**src/rtl/k_and_s_mem_arbiter.sv**
```systemverilog
// Two-requester (CPU / debug) arbiter for the shared single-port program/data RAM.
// Define ARB_ROUND_ROBIN_EN for round-robin conflict resolution instead of fixed priority with starvation guard.
`timescale 1ns/1ps
module k_and_s_mem_arbiter #(
   parameter int ADDR_W     = 5,
   parameter int DATA_W     = 16,
   parameter int STARVE_MAX = 4
) (
   input  logic              clk,
   input  logic              rst_n,
   input  logic              cpu_req,
   input  logic              cpu_we,
   input  logic [ADDR_W-1:0] cpu_addr,
   input  logic [DATA_W-1:0] cpu_wdata,
   output logic              cpu_gnt,
   output logic              cpu_rvalid,
   output logic [DATA_W-1:0] cpu_rdata,
   input  logic              dbg_req,
   input  logic              dbg_we,
   input  logic [ADDR_W-1:0] dbg_addr,
   input  logic [DATA_W-1:0] dbg_wdata,
   output logic              dbg_gnt,
   output logic              dbg_rvalid,
   output logic [DATA_W-1:0] dbg_rdata,
   output logic [ADDR_W-1:0] ram_addr,
   output logic [DATA_W-1:0] ram_wdata,
   output logic              ram_we,
   input  logic [DATA_W-1:0] ram_rdata
);

   typedef enum logic [1:0] {
      IDLE    = 2'd0,
      ACC_CPU = 2'd1,
      ACC_DBG = 2'd2
   } state_t;

   localparam int               CNT_W      = $clog2(STARVE_MAX + 1);
   localparam logic [CNT_W-1:0] STARVE_LIM = CNT_W'(STARVE_MAX);
   localparam logic             LAST_CPU   = 1'b0;
   localparam logic             LAST_DBG   = 1'b1;

   state_t           state_r, state_s;
   logic [CNT_W-1:0] starve_cnt_r, starve_cnt_s;
   logic             last_gnt_r, last_gnt_s;
   logic             cpu_win_s, dbg_win_s;

   // Both read ports see the RAM directly; rvalid alone says whose data it is.
   assign cpu_rdata = ram_rdata;
   assign dbg_rdata = ram_rdata;

   // Arbitration decision and next-state logic; requests only matter in IDLE.
   always_comb begin
      cpu_win_s    = 1'b0;
      dbg_win_s    = 1'b0;
      state_s      = state_r;
      starve_cnt_s = starve_cnt_r;
      last_gnt_s   = last_gnt_r;
      case (state_r)
         IDLE: begin
            if (cpu_req && dbg_req) begin
`ifdef ARB_ROUND_ROBIN_EN
               if (last_gnt_r == LAST_CPU) begin
                  dbg_win_s = 1'b1;
               end else begin
                  cpu_win_s = 1'b1;
               end
`else
               if (starve_cnt_r == STARVE_LIM) begin
                  dbg_win_s = 1'b1;
               end else begin
                  cpu_win_s = 1'b1;
               end
`endif
            end else if (cpu_req) begin
               cpu_win_s = 1'b1;
            end else if (dbg_req) begin
               dbg_win_s = 1'b1;
            end else begin
               cpu_win_s = 1'b0;
            end

            if (cpu_win_s) begin
               state_s    = ACC_CPU;
               last_gnt_s = LAST_CPU;
            end else if (dbg_win_s) begin
               state_s    = ACC_DBG;
               last_gnt_s = LAST_DBG;
            end else begin
               state_s = IDLE;
            end

`ifdef ARB_ROUND_ROBIN_EN
            starve_cnt_s = {CNT_W{1'b0}};
`else
            // Count only decisions dbg actually lost; saturate so the force-win holds.
            if (dbg_win_s || !dbg_req) begin
               starve_cnt_s = {CNT_W{1'b0}};
            end else if (starve_cnt_r != STARVE_LIM) begin
               starve_cnt_s = starve_cnt_r + CNT_W'(1);
            end else begin
               starve_cnt_s = starve_cnt_r;
            end
`endif
         end
         ACC_CPU, ACC_DBG: state_s = IDLE;
         default:          state_s = IDLE;
      endcase
   end

   // State, arbitration history and registered RAM-side / handshake outputs.
   always_ff @(posedge clk or negedge rst_n) begin
      if (!rst_n) begin
         state_r      <= IDLE;
         starve_cnt_r <= {CNT_W{1'b0}};
         last_gnt_r   <= LAST_CPU;
         cpu_gnt      <= 1'b0;
         dbg_gnt      <= 1'b0;
         cpu_rvalid   <= 1'b0;
         dbg_rvalid   <= 1'b0;
         ram_we       <= 1'b0;
         ram_addr     <= {ADDR_W{1'b0}};
         ram_wdata    <= {DATA_W{1'b0}};
      end else begin
         state_r      <= state_s;
         starve_cnt_r <= starve_cnt_s;
         last_gnt_r   <= last_gnt_s;
         cpu_gnt      <= cpu_win_s;
         dbg_gnt      <= dbg_win_s;
         // ram_we is the winner's we during ACC_x, so !ram_we marks a read.
         cpu_rvalid   <= (state_r == ACC_CPU) && !ram_we;
         dbg_rvalid   <= (state_r == ACC_DBG) && !ram_we;
         if (cpu_win_s) begin
            ram_addr  <= cpu_addr;
            ram_wdata <= cpu_wdata;
            ram_we    <= cpu_we;
         end else if (dbg_win_s) begin
            ram_addr  <= dbg_addr;
            ram_wdata <= dbg_wdata;
            ram_we    <= dbg_we;
         end else begin
            ram_we    <= 1'b0;
         end
      end
   end

   k_and_s_mem_arbiter_chk u_chk (
      .clk     (clk),
      .rst_n   (rst_n),
      .cpu_req (cpu_req),
      .cpu_gnt (cpu_gnt),
      .dbg_req (dbg_req),
      .dbg_gnt (dbg_gnt)
   );

endmodule

// Protocol checker: a requester must hold req from first assertion until its gnt.
module k_and_s_mem_arbiter_chk (
   input logic clk,
   input logic rst_n,
   input logic cpu_req,
   input logic cpu_gnt,
   input logic dbg_req,
   input logic dbg_gnt
);

   logic cpu_pend_r, dbg_pend_r;

   // Tracks a request that has been raised but not yet granted.
   always_ff @(posedge clk or negedge rst_n) begin
      if (!rst_n) begin
         cpu_pend_r <= 1'b0;
         dbg_pend_r <= 1'b0;
      end else begin
         cpu_pend_r <= (cpu_pend_r | cpu_req) & ~cpu_gnt;
         dbg_pend_r <= (dbg_pend_r | dbg_req) & ~dbg_gnt;
      end
   end

   a_cpu_req_held: assert property (@(posedge clk) disable iff (!rst_n)
      (cpu_pend_r && !cpu_gnt) |-> cpu_req);
   a_dbg_req_held: assert property (@(posedge clk) disable iff (!rst_n)
      (dbg_pend_r && !dbg_gnt) |-> dbg_req);

endmodule

```
**config.mk**
```make
export PLATFORM = sky130hd
export DESIGN_NAME = k_and_s_mem_arbiter
export DESIGN_NICKNAME = d
export VERILOG_FILES = /design/src/rtl/k_and_s_mem_arbiter.sv
export SDC_FILE = /design/constraint.sdc
export NUM_CORES = 1
export LEC_CHECK = 0
export BUFFER_PORTS_ARGS = -buffer_cell sky130_fd_sc_hd__buf_2
export CORE_MARGIN = 2
export CORE_UTILIZATION = 35
export CTS_BUF_LIST = sky130_fd_sc_hd__clkbuf_8 sky130_fd_sc_hd__clkbuf_16
export CTS_CLUSTER_SIZE = 8
export DETAILED_ROUTE_END_ITERATION = 8
export GPL_ROUTABILITY_DRIVEN = 0
export PLACE_DENSITY = 0.7
export SYNTH_ARGS = -nofsm -noshare
export SYNTH_HDL_FRONTEND = slang
export SYNTH_SLANG_ARGS = --single-unit
export TNS_END_PERCENT = 50
```
**constraint.sdc**
```tcl
create_clock -name clk -period 1.85 [get_ports clk]
set_input_delay 0.37 -clock clk [delete_from_list [all_inputs] [get_ports clk]]
set_output_delay 0.37 -clock clk [all_outputs]
set_load 0.05 [all_outputs]
```
==> results of run 1 <==
## per-stage QoR
| stage | hold slack (ns) | utilization | total power, mW | instance area [sq um] |
|---|---|---|---|---|
| after global routing | 0.1812 | 0.4211 | 2.335 | 2002 |
| after global placement | 0.4443 | 0.4045 | 1.729 | 1923 |
| after CTS | 0.1489 | 0.4211 | 2.242 | 2002 |
| after floorplan | 0.07441 | - | 1.683 | 1744 |
| after detailed placement | 0.4537 | 0.4045 | 1.746 | 1923 |
| final | 0.1240 | 0.4211 | 2.213 | 2002 |
## cells in the final DEF (no fill, tap or decap), drive strengths merged
cell and instances:
buf 78, dfrtp 30, inv 25, o21ai 24, nand4 22, o311ai 21, clkbuf 5, nor3b 4
nand2 2, ha 2, clkinv 2, nand3 2, nor2 2, and3 1, a21boi 1, or2 1
a22o 1, a31oi 1, o22ai 1
## final timing paths
path	start	end	slack, ns	cells past startpoint
min reg2reg	ram_we$_DFF_PN0_	dbg_rvalid$_DFF_PN0_	0.47	1
min	rst_n	ram_wdata[9]$_DFFE_PN0P_	0.12	1
max	cpu_gnt$_DFF_PN0_	ram_we$_DFF_PN0_	0.27	3
max in group asynchronous	rst_n	ram_addr[0]$_DFFE_PN0P_	1.27	1
max reg2reg	cpu_gnt$_DFF_PN0_	ram_we$_DFF_PN0_	0.27	3
min in group clk	dbg_we	ram_we$_DFF_PN0_	0.31	2
## power by group through the flow
| stage | Clock (mW) | Sequential, mW | Combinational, mW |
|---|---|---|---|
| detailed placement | 0 | 0.853 | 0.893 |
| finish | 0.487 | 0.840 | 0.886 |
| floorplan | 0 | 1.25 | 0.432 |
| global placement | 0 | 0.850 | 0.879 |
| global route | 0.526 | 0.856 | 0.953 |
| CTS | 0.507 | 0.841 | 0.895 |
## per-layer routing
layer  GRT usage  vias to the layer above  wire length [um]
met3     0.03117                       16               404
met5           0                        -                 0
met1      0.1973                      693              1786
met2      0.2753                       83              2020
li1            -                      714                 -
met4      0.1171                        0               129
## worst max-delay path, delay by kind of cell, from the launching register on
kind / cells / cell delay, ns
AO/OA/AOI/OAI: 1 / 0.21
AND/OR/NAND/NOR: 2 / 0.84
flip-flops: 1 / 0.43
## layout make-up
type                            count  area [sq um]
Fill cell                         485          2753
Timing Repair Buffer               78         402.9
Clock buffer                        5         68.82
Tap cell                           67         83.83
Inverter                           25         93.84
Clock inverter                      2         10.01
Sequential cell                    30         750.7
Multi-Input combinational cell     85         591.8
## cells by family (layout without fill, tap and decap cells)
| logic type | count (synthesis) | in the layout | synth area share |
|---|---|---|---|
| compound gates | 49 | 49 | 0.1908 |
| fa+ha+maj | 2 | 2 | 0.01434 |
| buf+inv | 72 | 110 | 0.2339 |
| flops | 30 | 30 | 0.4304 |
| simple gates | 34 | 34 | 0.1306 |
==> metrics.txt, run 1 <==
clock latency on the worst-skew pair=0.28 ns; Post-Place Worst Slack=0.2084 ns; die area=5564 sq um; Seq/Total Area, Yosys=0.4304; Gate power share=0.400; global-route wire length before repair=7093 um; CP Data Arrival Time=1.75 ns; Die Wd=74.59 um; max FFs per register=16; Top FF cell, synth=dfrtp_1; slew margin rel.=0.3839; die height=74.59 um; Total Routing Usage GR=0.1677; CP Class=reg -> reg; PwrDens=1105 nW/um^2; Antenna Nets Post-Route=0; synthesis-stage register bit count=30; Clk pwr share=0.220; Post-Layout Cell Count=292; DRT iter0 DRCs=89; highest clock rate=632.9 MHz; Switching Share=0.4309; most frequent cell after synthesis=buf_4; Ys Warns=0; Switching Power=0.9536 mW; postcts setup bufs=0; DRC Markers=0; Final TNS setup=0 ns; Pint=1.259 mW; worst endpoint required time=2.02 ns; ys async rst share=1.000; CTS sink cnt=30; routed vias/inst=5.158; CTS Buffer Depth=2; # diodes=0; Inserted Clock Buffers=5; largest net degree at the start of global routing=31; grt ovf=0; Buffers on Ports=73; CTS tree=built; DRT Pass-1 Iters=4; root cell of the clock tree=clkbuf_8; RSZ-0062 raised after global routing=false; Max Clock Skew=0.006014 ns; type of the worst min-delay path=in -> async; Yosys top cell by area=dfrtp_1; Leak=0.9849 nW; initial antenna violation count=0; Mapped Avg Cell Area=9.327 sq um; routed wire length=4341 um; fraction of layout cells with a size suffix above 1=0.4044; row count=25; Flop pwr share=0.379; placed insts=285; Layout area overhead=14.78%; Final setup viols=0; Synth top area share=0.4304; vias=1,506; Synth area leaders=dfrtp_1, buf_4, o311ai_1, nand4_1, o21ai_1; status=completed; Starting Density=0.3668; biggest regs=ram_wdata x16, ram_addr x5, starve_cnt_r x3; CTS resizes=0; CP cell instances=or2_1, nor3b_2, a22o_1; Net Count, Synth=253; Final Critical Period=1.580 ns; Worst setup SP type=register; final hold violation count=0; H-tree depth reported by CTS=2; I/O Pins=122; peak supply drop=0.4557 mV; Tcrit/Tclk final=0.8540; total core area=4755 sq um; post-route setup slack=0.2701 ns; cells after synthesis=187; vias in the first global route=1,612; Routed WL per cell=14.87 um; Top reg by flops=ram_wdata; delay of the slowest critical-path stage=0.72 ns; nets=291; most common library cells after synthesis=buf_4, dfrtp_1, inv_1; number of synthesized flops with an enable pin=0; critical path's slowest cell=or2_1; clock slew at reported path FFs=0.07 ns; hold buffer count at cts=0; unique cell type count in the Yosys netlist=24; Final Max Slew Viols=0; DP HPWL=3043 um; number of max-cap violations=0; mapped cell area=1744 sq um; crit end category=register; Worst Tran Pin Value=0.9240 ns; CP Max Fanout=25
Note: power is estimated with default switching activity, not from simulation.
==> run 2: changes to the inputs <==
--- a/config.mk
+++ b/config.mk
@@ -8,10 +8,11 @@
 export BUFFER_PORTS_ARGS = -buffer_cell sky130_fd_sc_hd__buf_2
 export CORE_MARGIN = 2
-export CORE_UTILIZATION = 35
+export CORE_UTILIZATION = 41
 export CTS_BUF_LIST = sky130_fd_sc_hd__clkbuf_8 sky130_fd_sc_hd__clkbuf_16
 export CTS_CLUSTER_SIZE = 8
 export DETAILED_ROUTE_END_ITERATION = 8
 export GPL_ROUTABILITY_DRIVEN = 0
-export PLACE_DENSITY = 0.7
+export GPL_TIMING_DRIVEN = 1
+export PLACE_DENSITY = 0.8
 export SYNTH_ARGS = -nofsm -noshare
 export SYNTH_HDL_FRONTEND = slang
==> constraint.sdc (replaced) <==
create_clock -name clk -period 1.85 [get_ports clk]
set_input_delay 0.2775 -clock clk [delete_from_list [all_inputs] [get_ports clk]]
set_output_delay 0.2775 -clock clk [all_outputs]
set_load 0.05 [all_outputs]
==> metrics.txt, run 2 (synthesis results as in run 1) <==
clock latency on the worst-skew pair=0.29 ns; die area=4792 sq um; initial antenna violation count=0; most common cell after layout, fill and taps aside=buf_2; DP HPWL=2929 um; fraction of layout cells with a size suffix above 1=0.4000; largest net degree at the start of global routing=31; Crit. path cell count=3; postcts setup bufs=0; crit end category=register; post-route setup slack=0.2818 ns; CTS Buffer Depth=2; Antenna Nets Post-Route=0; Gate power share=0.391; commonest cells after routing, fill and taps aside=buf_2, dfrtp_1, inv_1, o21ai_1, nand4_1; CP cell instances=or2_1, nor3b_2, a22o_1; DRT iter0 DRCs=76; Layout area overhead=13.84%; peak supply drop=0.4069 mV; Clk pwr share=0.239; Inserted Clock Buffers=5; routed wire length=4328 um; # diodes=0; hold buffer count at cts=0; CP Class=reg -> reg; delay of the slowest critical-path stage=0.72 ns; Switching Share=0.4258; Final TNS setup=0 ns; max FFs per register=16; CTS sink cnt=30; I/O Pins=122; CP top delay family=simple AND/OR/NAND/NOR gates; PwrDens=1140 nW/um^2; number of max-cap violations=0; Tcrit/Tclk final=0.8477; Buf/Inv on CP=0; Final Critical Period=1.568 ns; Post-Place Worst Slack=0.2536 ns; vias=1,516; CTS resizes=0; worst setup path start=cpu_gnt$_DFF_PN0_; Buffers on Ports=73; Starting Density=0.4298; nets=290; worst flop-to-flop path endpoint=ram_we$_DFF_PN0_; CP endpoint=ram_we$_DFF_PN0_; row count=23; H-tree depth reported by CTS=2; die height=69.23 um; filler instances=425; DRT Pass-1 Iters=5; root cell of the clock tree=clkbuf_8; routed vias/inst=5.513; RSZ-0062 raised after global routing=false; highest clock rate=637.7 MHz; Final Max Slew Viols=0; grt ovf=0; Final setup viols=0; Pint=1.300 mW; post-layout util=0.4894; slew margin rel.=0.3798; Top reg by flops=ram_wdata; Reg2Reg Depth=3; clock slew at reported path FFs=0.06 ns; final hold violation count=0; Die Wd=69.23 um; Worst Tran Pin Value=0.9302 ns; CP Data Arrival Time=1.75 ns; Switching Power=0.9637 mW; biggest regs=ram_wdata x16, ram_addr x5, starve_cnt_r x3; Critical R2R Launch=cpu_gnt$_DFF_PN0_; critical path's slowest cell=or2_1; CP Max Fanout=25; Max Clock Skew=0.003010 ns; vias in the first global route=1,485; Worst setup SP type=register; Total Routing Usage GR=0.1883; Flop pwr share=0.371; worst endpoint required time=2.03 ns; DRC Markers=0; Routed WL per cell=15.74 um; status=completed; Min Hold Slack=0.01491 ns; global-route wire length before repair=7072 um; total core area=4058 sq um; final instance area=1986 sq um; reg2reg setup slack=0.28 ns; Placed Instance Area=1894 sq um; type of the worst min-delay path=in -> async; CTS tree=built; Leak=0.9887 nW
run 2: final cells by class:
class                      count  area [sq um]  area share
clock buffer                   6         82.58     0.04159
clock inverter                 2         8.758    0.004411
inverter                      25         93.84     0.04726
multi-input combinational     85         591.8      0.2980
sequential                    30         750.7      0.3781
tap                           50         62.56     0.03151
timing repair buffer          77         395.4      0.1991
run 2: worst min path at each step:
stage | end | from | depth (start not counted)
CTS | dbg_rvalid$_DFF_PN0_ | rst_n | 1
finish | dbg_rvalid$_DFF_PN0_ | rst_n | 1
global placement | dbg_rvalid$_DFF_PN0_ | rst_n | 1
floorplan | cpu_gnt$_DFF_PN0_ | rst_n | 0
global route | cpu_rvalid$_DFF_PN0_ | rst_n | 1
detailed placement | dbg_rvalid$_DFF_PN0_ | rst_n | 1
run 2: per-layer routing:
metal | routed length [um] | global-route usage
met2 | 2002 | 0.2842
met3 | 372 | 0.06831
met4 | 167 | 0.1285
met5 | 0 | 0
met1 | 1785 | 0.2229
run 2: through the flow:
| step | instances | power [mW] |
|---|---|---|
| floorplan | 187 | 1.683 |
| global placement | 267 | 1.726 |
| detailed placement | 267 | 1.741 |
| CTS | 275 | 2.286 |
| global route | 275 | 2.386 |
| finish | 275 | 2.264 |
run 2: power by group through the flow:
stage | clock network (mW) | registers [mW] | logic (mW)
after detailed placement | 0 | 0.853 | 0.888
final | 0.540 | 0.839 | 0.884
after CTS | 0.555 | 0.841 | 0.890
after global routing | 0.587 | 0.858 | 0.941
after floorplan | 0 | 1.25 | 0.432
after global placement | 0 | 0.851 | 0.875
==> run 3: changes to the inputs <==
CORE_UTILIZATION = 37   (was 41)
PLACE_DENSITY = 0.76   (was 0.8)
clock period = 1.3 ns   (was 1.85 ns; I/O delays follow)
==> metrics.txt, run 3 (synthesis results as in run 1) <==
row count=24; Min Hold Slack=0.1348 ns; most common cell after layout, fill and taps aside=buf_2; # diodes=0; Inserted Clock Buffers=5; biggest regs=ram_wdata x16, ram_addr x5, starve_cnt_r x3; DRT Pass-1 Iters=4; CP Class=reg -> reg; Placed Instance Area=1973 sq um; clock slew at reported path FFs=0.06 ns; slew margin rel.=0.5933; vias in the first global route=1,632; nets=310; Reg2Reg Depth=5; worst endpoint required time=1.48 ns; RSZ-0062 raised after global routing=true; Top reg by flops=ram_wdata; failing checks=setup timing; H-tree depth reported by CTS=2; Final setup viols=17; worst flop-to-flop path endpoint=ram_wdata[6]$_DFFE_PN0P_; Final TNS setup=-0.2577 ns; PwrDens=1480 nW/um^2; CTS tree=built; DP HPWL=3186 um; Worst Tran Pin Value=0.6078 ns; Total Routing Usage GR=0.1988; Routed WL per cell=17.40 um; Leak=1.133 nW; Buffers on Ports=73; Final Max Slew Viols=0; final instance area=2392 sq um; Hold Path Cell Cnt=2; routed wl met2=2564 um; CP Data Arrival Time=1.51 ns; Worst setup SP type=register; final hold violation count=0; commonest cells after routing, fill and taps aside=buf_2, dfrtp_1, inv_1, nand4_1; grt ovf=0; number of max-cap violations=0; routed wire length=5151 um; Max Clock Skew=0.003817 ns; vias=1,634; post-route setup slack=-0.03470 ns; WL met1=2100 um; reg2reg setup slack=-0.03 ns; CTS sink cnt=30; Die Wd=72.66 um; Antenna Nets Post-Route=0; Tcrit/Tclk final=1.027; DRT iter0 DRCs=112; root cell of the clock tree=clkbuf_8; largest net degree at the start of global routing=22; Hold Crit Start=dbg_we; type of the worst min-delay path=in -> reg; Layout area overhead=37.16%; Hold EP=ram_we$_DFF_PN0_; Starting Density=0.3925; die height=72.66 um; Pwr Total=3.541 mW; DRC Markers=0; top sig layer=met4; CP Max Fanout=6; initial antenna violation count=0; CTS Buffer Depth=2; status=finished, violations left; global-route wire length before repair=8017 um; fraction of layout cells with a size suffix above 1=0.5615; max FFs per register=16; crit end category=register; Post-Place Worst Slack=-0.1173 ns; total core area=4444 sq um; die area=5279 sq um; highest clock rate=749.2 MHz; routed wl met3=412 um; routed vias/inst=5.520; peak supply drop=0.9242 mV; Critical R2R Launch=starve_cnt_r[0]$_DFFE_PN0P_; I/O Pins=122; clock latency on the worst-skew pair=0.28 ns; Final Critical Period=1.335 ns
-- run 3: cell types whose count changed in the layout (fill, tap and decap cells not counted), sizes merged --
cell,delta
buf,+15
and3,+3
dlygate4sd3,+1
o21ai,+1
clkinv,-1
-- run 3: what timing repair did --
action                                  4_1_cts  5_1_grt
hold endpoints to repair                     18        0
pin swaps                                     1        4
endpoints found under the setup margin       22       23
buffers inserted                              4        1
gates resized for setup                      23       18
gates cloned                                  4        0
hold buffers                                  1        0
-- run 3: layer usage --
layer,vias up,global-route usage
li1,774,-
met1,770,0.2537
met2,77,0.3111
met3,13,0.05801
met4,0,0.09053
met5,-,0
-- run 3: critical path: stages (launching register included) --
cell and delay, ns:
dfrtp_1 0.39, inv_2 0.08, ha_4 0.15, nand3_4 0.09, and3_4 0.26, o311ai_1 0.26
-- run 3: area by class of cell --
cell class | instances | area, sq um
Fill cell | 408 | 2052
Multi-Input combinational cell | 89 | 869.6
Clock inverter | 1 | 3.754
Inverter | 25 | 93.84
Tap cell | 52 | 65.06
Timing Repair Buffer | 93 | 525.5
Sequential cell | 30 | 752.0
Clock buffer | 6 | 82.58
-- run 3: how the worst max path moves through the flow --
stage	slack [ns]	to	cells after the start	start
global placement	-0.03	ram_addr[2]$_DFFE_PN0P_	3	cpu_req
detailed placement	-0.12	ram_addr[2]$_DFFE_PN0P_	3	cpu_req
CTS	-0.002	ram_wdata[2]$_DFFE_PN0P_	5	starve_cnt_r[0]$_DFFE_PN0P_
floorplan	-0.09	ram_addr[0]$_DFFE_PN0P_	5	cpu_gnt$_DFF_PN0_
finish	-0.03	ram_wdata[6]$_DFFE_PN0P_	5	starve_cnt_r[0]$_DFFE_PN0P_
global route	-0.09	ram_wdata[1]$_DFFE_PN0P_	5	starve_cnt_r[0]$_DFFE_PN0P_
-- run 3: through the flow --
stage / util / instances
global route: 0.5383 / 296
detailed placement: 0.4440 / 279
global placement: 0.4440 / 279
finish: 0.5383 / 296
CTS: 0.5084 / 295
floorplan: - / 187
-- run 3: power breakdown --
part / leakage [nW] / internal [mW] / switching, mW
Clock: 0.0485 / 0.411 / 0.341
Combinational: 0.717 / 0.511 / 1.08
Sequential: 0.367 / 1.11 / 0.0969
